`config.mk`:
```
export PLATFORM = sky130hd
export DESIGN_NAME = fp_mul_arbiter
export DESIGN_NICKNAME = d
export VERILOG_FILES = /design/src/rtl/fp_mul_arbiter.sv
export SDC_FILE = /design/constraint.sdc
export NUM_CORES = 2
export LEC_CHECK = 0
export ABC_AREA = 1
export CAP_MARGIN = 10
export CORE_UTILIZATION = 45
export DETAILED_ROUTE_END_ITERATION = 16
export HOLD_SLACK_MARGIN = 0.05
export SYNTH_ARGS = -nofsm -noshare
export SYNTH_HDL_FRONTEND = slang
export SYNTH_SLANG_ARGS = --single-unit
```
`constraint.sdc`:
```
create_clock -name clk -period 18 [get_ports clk]
set_clock_uncertainty 0.1 [all_clocks]
set_input_delay 2.7 -clock clk [delete_from_list [all_inputs] [get_ports clk]]
set_output_delay 2.7 -clock clk [all_outputs]
set_load 0.02 [all_outputs]
```
`src/rtl/fp_mul_arbiter.sv`:
```
// fp_mul_arbiter: shares one combinational single-precision multiplier between
// two requesters. Requests are accepted one at a time with round-robin
// arbitration. Operands are registered, multiplied for one cycle, and the
// product is returned on the winner's response channel.
//
// Ports
//   clk, rst_n               clock, async active-low reset
//   req_valid/req_ready[1:0] per-requester request handshake
//   req{0,1}_a/_b/_rmode     operands and rounding mode
//   rsp_valid/rsp_ready[1:0] per-requester response handshake
//   rsp_z, rsp_ovrf, rsp_udrf shared result, qualified by rsp_valid
//   busy                     high whenever an op is in flight
//   op_count                 saturating count of completed ops
//
// fp_mul: combinational IEEE-754 single-precision multiply.
//   r_mode: 0 RNE, 1 RTZ, 2 toward -inf, 3 toward +inf, 4 nearest/ties-away,
//   other codes behave as RNE.
//   Subnormal inputs are read as zero. Results below the normal range flush
//   to signed zero and raise udrf. Overflow raises ovrf and returns inf or
//   max-finite, depending on the rounding direction.

module fp_mul (
  input  logic [31:0] fp_X,
  input  logic [31:0] fp_Y,
  input  logic [2:0]  r_mode,
  output logic [31:0] fp_Z,
  output logic        ovrf,
  output logic        udrf
);
  logic              s;
  logic [7:0]        ex, ey;
  logic              x_zero, y_zero, x_inf, y_inf, x_nan, y_nan;
  logic [47:0]       prod;
  logic [23:0]       mant;
  logic              g, st, inc, max_fin;
  logic [24:0]       mr;
  logic [22:0]       frac_o;
  logic signed [9:0] e, e_r;

  assign s      = fp_X[31] ^ fp_Y[31];
  assign ex     = fp_X[30:23];
  assign ey     = fp_Y[30:23];
  assign x_zero = (ex == 8'h00);
  assign y_zero = (ey == 8'h00);
  assign x_inf  = (ex == 8'hFF) && (fp_X[22:0] == 23'd0);
  assign y_inf  = (ey == 8'hFF) && (fp_Y[22:0] == 23'd0);
  assign x_nan  = (ex == 8'hFF) && (fp_X[22:0] != 23'd0);
  assign y_nan  = (ey == 8'hFF) && (fp_Y[22:0] != 23'd0);
  assign prod   = {1'b1, fp_X[22:0]} * {1'b1, fp_Y[22:0]};

  always_comb begin
    fp_Z    = 32'd0;
    ovrf    = 1'b0;
    udrf    = 1'b0;
    max_fin = 1'b0;
    // The product of two [1,2) significands is in [1,4); bit 47 selects the
    // normalisation shift.
    if (prod[47]) begin
      mant = prod[47:24];
      g    = prod[23];
      st   = |prod[22:0];
    end else begin
      mant = prod[46:23];
      g    = prod[22];
      st   = |prod[21:0];
    end
    e = $signed({2'b00, ex}) + $signed({2'b00, ey}) - 10'sd127
        + $signed({9'd0, prod[47]});
    case (r_mode)
      3'd1:    inc = 1'b0;
      3'd2:    inc = s & (g | st);
      3'd3:    inc = ~s & (g | st);
      3'd4:    inc = g;
      default: inc = g & (st | mant[0]);
    endcase
    mr = {1'b0, mant} + {24'd0, inc};
    // A rounding carry out of the significand leaves the fraction as zero and
    // bumps the exponent.
    if (mr[24]) begin
      frac_o = mr[23:1];
      e_r    = e + 10'sd1;
    end else begin
      frac_o = mr[22:0];
      e_r    = e;
    end
    if (x_nan || y_nan || (x_inf && y_zero) || (y_inf && x_zero)) begin
      fp_Z = 32'h7FC0_0000;
    end else if (x_inf || y_inf) begin
      fp_Z = {s, 8'hFF, 23'd0};
    end else if (x_zero || y_zero) begin
      fp_Z = {s, 31'd0};
    end else if (e <= 10'sd0) begin
      fp_Z = {s, 31'd0};
      udrf = 1'b1;
    end else if (e_r >= 10'sd255) begin
      ovrf    = 1'b1;
      max_fin = (r_mode == 3'd1) || ((r_mode == 3'd2) && !s) ||
                ((r_mode == 3'd3) && s);
      fp_Z    = max_fin ? {s, 8'hFE, 23'h7F_FFFF} : {s, 8'hFF, 23'd0};
    end else begin
      fp_Z = {s, e_r[7:0], frac_o};
    end
  end
endmodule

module fp_mul_arbiter #(
  parameter int CNT_W = 16
) (
  input  logic             clk,
  input  logic             rst_n,
  input  logic [1:0]       req_valid,
  output logic [1:0]       req_ready,
  input  logic [31:0]      req0_a,
  input  logic [31:0]      req0_b,
  input  logic [2:0]       req0_rmode,
  input  logic [31:0]      req1_a,
  input  logic [31:0]      req1_b,
  input  logic [2:0]       req1_rmode,
  output logic [1:0]       rsp_valid,
  input  logic [1:0]       rsp_ready,
  output logic [31:0]      rsp_z,
  output logic             rsp_ovrf,
  output logic             rsp_udrf,
  output logic             busy,
  output logic [CNT_W-1:0] op_count
);
  typedef enum logic [1:0] {IDLE, EXEC, RESP} state_t;

  typedef struct packed {
    logic [31:0] a;
    logic [31:0] b;
    logic [2:0]  rm;
  } req_t;

  typedef struct packed {
    logic [31:0] z;
    logic        ovrf;
    logic        udrf;
  } rsp_t;

  state_t            state_q, state_d;
  req_t              op_q, op_d;
  rsp_t              res_q, res_d, mul_out;
  req_t [1:0]        req_in;
  logic              last_q, last_d, gnt_q, gnt_d, sel, fire;
  logic [1:0]        rsp_valid_q, rsp_valid_d;
  logic              busy_q, busy_d;
  logic [CNT_W-1:0]  cnt_q, cnt_d;

  assign req_in[0] = '{a: req0_a, b: req0_b, rm: req0_rmode};
  assign req_in[1] = '{a: req1_a, b: req1_b, rm: req1_rmode};

  // A lone requester wins outright; on contention the one not served last wins.
  assign sel  = (req_valid == 2'b11) ? ~last_q : req_valid[1];
  // Gated by rst_n so nothing looks accepted while reset is held.
  assign req_ready = (rst_n && (state_q == IDLE) && req_valid[sel]) ?
                     (2'b01 << sel) : 2'b00;
  assign fire = |(req_valid & req_ready);

  fp_mul u_fp_mul (
    .fp_X   (op_q.a),
    .fp_Y   (op_q.b),
    .r_mode (op_q.rm),
    .fp_Z   (mul_out.z),
    .ovrf   (mul_out.ovrf),
    .udrf   (mul_out.udrf)
  );

  always_comb begin
    state_d     = state_q;
    op_d        = op_q;
    res_d       = res_q;
    last_d      = last_q;
    gnt_d       = gnt_q;
    rsp_valid_d = rsp_valid_q;
    busy_d      = busy_q;
    cnt_d       = cnt_q;
    case (state_q)
      IDLE: if (fire) begin
        op_d    = req_in[sel];
        gnt_d   = sel;
        last_d  = sel;
        busy_d  = 1'b1;
        state_d = EXEC;
      end
      EXEC: begin
        res_d       = mul_out;
        rsp_valid_d = 2'b01 << gnt_q;
        state_d     = RESP;
      end
      RESP: if (rsp_ready[gnt_q]) begin
        rsp_valid_d = 2'b00;
        busy_d      = 1'b0;
        state_d     = IDLE;
        if (cnt_q != {CNT_W{1'b1}}) cnt_d = cnt_q + {{(CNT_W-1){1'b0}}, 1'b1};
      end
      default: begin
        rsp_valid_d = 2'b00;
        busy_d      = 1'b0;
        state_d     = IDLE;
      end
    endcase
  end

  always_ff @(posedge clk or negedge rst_n) begin
    if (!rst_n) begin
      state_q     <= IDLE;
      op_q        <= '0;
      res_q       <= '0;
      last_q      <= 1'b1;
      gnt_q       <= 1'b0;
      rsp_valid_q <= 2'b00;
      busy_q      <= 1'b0;
      cnt_q       <= '0;
    end else begin
      state_q     <= state_d;
      op_q        <= op_d;
      res_q       <= res_d;
      last_q      <= last_d;
      gnt_q       <= gnt_d;
      rsp_valid_q <= rsp_valid_d;
      busy_q      <= busy_d;
      cnt_q       <= cnt_d;
    end
  end

  assign rsp_valid = rsp_valid_q;
  assign rsp_z     = res_q.z;
  assign rsp_ovrf  = res_q.ovrf;
  assign rsp_udrf  = res_q.udrf;
  assign busy      = busy_q;
  assign op_count  = cnt_q;
endmodule

```
==> metrics.md <==
| Metric | Value |
|---|---|
| # resized after CTS | `0` |
| Clk sinks | `124` |
| GRT Util Overall | `28.5%` |
| Layout fillers | `6,299` |
| Residual DRC | `0` |
| Initial drt markers | `1,954` |
| H-Tree Depth | `4` |
| Final GP Congestion | `0.972` |
| Post-synthesis mux area share | `0.145%` |
| Final min period | `11,070 ps` |
| Largest net degree at the start of global routing | `71` |
| Yosys cell types | `53` |
| Syn Nets | `4,811` |
| Worst hold path type | `reg2reg` |
| Compound-Gate Fraction of Synth Area | `3.48%` |
| Ys Warns | `0` |
| Mean area per synthesized cell | `7.11 um^2` |
| Setup total negative slack | `0 ps` |
| Setup ws final | `6930 ps` |
| Worst EP arrival | `11,330 ps` |
| Slowest cell delay on critical path | `1150 ps` |
| Total grt overflow | `0` |
| Cell area after synthesis | `0.0284 mm^2` |
| Clock transition at path regs | `80 ps` |
| Vias in the first global route | `24,800` |
| Yosys top cell by area | `fa_1` |
| Total wire length | `86,800 um` |
| # Post-CTS Setup Buffers | `0` |
| Setup violators final | `0` |
| Most common cell after layout, fill and taps aside | `nand2_1` |
| Flops & latches, synth | `124` |
| Die ar. | `0.0642 mm^2` |
| Dominant cells by area after synthesis | `fa_1, nand2_1, inv_1` |
| Worst-path fanout max | `33` |
| DIE HEIGHT | `253 um` |
| First-pass GRT wire length | `140,000 um` |
| Max_cap viols | `0` |
| DR pass1 iterations | `6` |
| Via/cell ratio | `4.94` |
| Endpoint class of the critical path | `register` |
| Share of the synthesized area in the top cell type | `34.0%` |
| I/O Pins | `195` |
| Hold-fix buffers at CTS | `0` |
| Slew margin rel. | `19.1%` |
| Clk_lat worst skew | `500 ps` |
| Slew Limit Fails | `0` |
| Status | `finished, final reports clean` |
| CTS tree | `done` |
| Final hold violations | `0` |
| Crit path max-delay cell type | `dfrtp_1` |
| Crit share post-route | `61.5%` |
| Via Count | `24,400` |
| XOR/XNOR Fraction of Synth Area | `1.88%` |
| Number of buffers created by CTS | `17` |
| Cells after Synth | `3,999` |
| Footprint of the multi-input gates | `0.0206 mm^2` |
| Share of layout cells above drive strength 1 | `3.36%` |
| Register area | `0.00310 mm^2` |
| Die X | `253 um` |
| Clk root buf | `clkbuf_16` |
| Initial antenna violation count | `1` |
| Starting density of the core | `45.8%` |
| WS Path Type | `reg2reg` |
| Post-Synth Adder-Cell Area | `42.3%` |
| Largest family of logic cells by synthesized area | `adder cells` |
| Critical Path Start Type | `register` |
| Ys async rst share | `100%` |
| Dominant register cell in the synthesized netlist | `dfrtp_1` |
| ANT cells | `0` |
| Area grow syn2layout | `11.4%` |
| Port bufs | `194` |
| Critical Path Most Common Cell | `fa_1` |
| WL/cell | `17.5 um` |
| Core area | `0.0621 mm^2` |
| Pre-CTS setup slack | `7060 ps` |
| Synth Area in Simple Gates | `24.7%` |
| Post-route ant nets | `0` |
| Post-DP HPWL | `71,500 um` |
| Cell Rows | `91` |
| Worst-margin pin slew | `1210 ps` |
| Commonest cells after routing, fill and taps aside | `nand2_1, inv_1, fa_1, clkdlybuf4s50_1, ha_1` |
| Post-synthesis sequential area ratio | `10.9%` |
| Req. time, crit path | `18,270 ps` |
| Final net count | `4,909` |
| RSZ-0062 raised after global routing | `false` |
| CTS Buffer Depth | `2` |
| Fmax | `90.4 MHz` |
| Post-synth EDFFs | `0` |
==> synthesized netlist by cell type, types with 13 or more instances <==
cell	instances
nand2_1	1311
inv_1	1071
fa_1	483
ha_1	189
nor2_1	168
nand3_1	147
clkbuf_1	139
dfrtp_1	123
xor2_1	45
a21oi_1	43
o211ai_1	40
nand4_1	29
nor3_1	25
o21ai_1	21
nor4_1	17
inv_2	16
xnor2_1	16
o21ai_0	13
==> stage by stage <==
step	instance area (um^2)	utilization, %	hold slack (ps)	cells
5_1_grt	31700	51.1	419	4947
2_1_floorplan	28400	-	348	3999
4_1_cts	31700	51.1	396	4947
6_report	31700	51.1	392	4947
3_5_place_dp	31100	50.1	380	4915
3_3_place_gp	31100	50.1	368	4915
==> registers in the layout, indices dropped and copies added, names as in the netlist <==
register,count
op_count,16
rsp_udrf,1
state_q,2
last_q,1
op_q,67
rsp_valid,2
gnt_q,1
rsp_ovrf,1
rsp_z,32
busy,1
==> path summary, 6_finish.rpt <==
check	startpoint	end	slack [ps]	cells past startpoint
max reg2reg	op_q[8]	rsp_z[19]	6930	42
max in group asynchronous	rst_n	op_q[13]	14390	2
max	op_q[8]	rsp_z[19]	6930	42
min reg2reg	rsp_ovrf	rsp_ovrf	390	2
min	rsp_ovrf	rsp_ovrf	390	2
min in group asynchronous	rst_n	op_q[36]	2150	1
==> worst max-delay path, delay by kind of cell, from the launching register on <==
kind,cells,cell delay [ps]
adder cells (fa/ha/maj),10,4440
AND/OR/NAND/NOR,19,3480
flip-flops,1,1150
AO/OA/AOI/OAI,4,770
buffers and inverters,8,640
multiplexers,1,340
==> layer usage <==
layer | vias up | global-route usage, % | routed length, um
met5 | - | 0 | 0
met4 | 0 | 5.75 | 1470
met3 | 84 | 4.39 | 5300
met2 | 680 | 45.0 | 39800
met1 | 11900 | 41.3 | 40200
li1 | 11700 | - | -
==> logic make-up after synthesis <==
family,Yosys count
buffers and inverters,1244
xor gates and xnor gates,61
DFF,124
and+or+nand+nor,1739
adders and majority gates,672
AOI/OAI and AO/OA,155
muxes,4
==> area by class of cell <==
| type | instances | share of cell area [%] |
|---|---|---|
| inverter | 1089 | 12.9 |
| clock buffer | 17 | 1.34 |
| sequential | 124 | 9.79 |
| clock inverter | 15 | 0.486 |
| tap | 837 | 3.30 |
| multi-input combinational | 2631 | 65.1 |
| timing repair buffer | 234 | 7.08 |
Power is left out: the tool's default activity adds up to more than one toggle a clock period on the data nets, which glitch-free logic cannot reach.
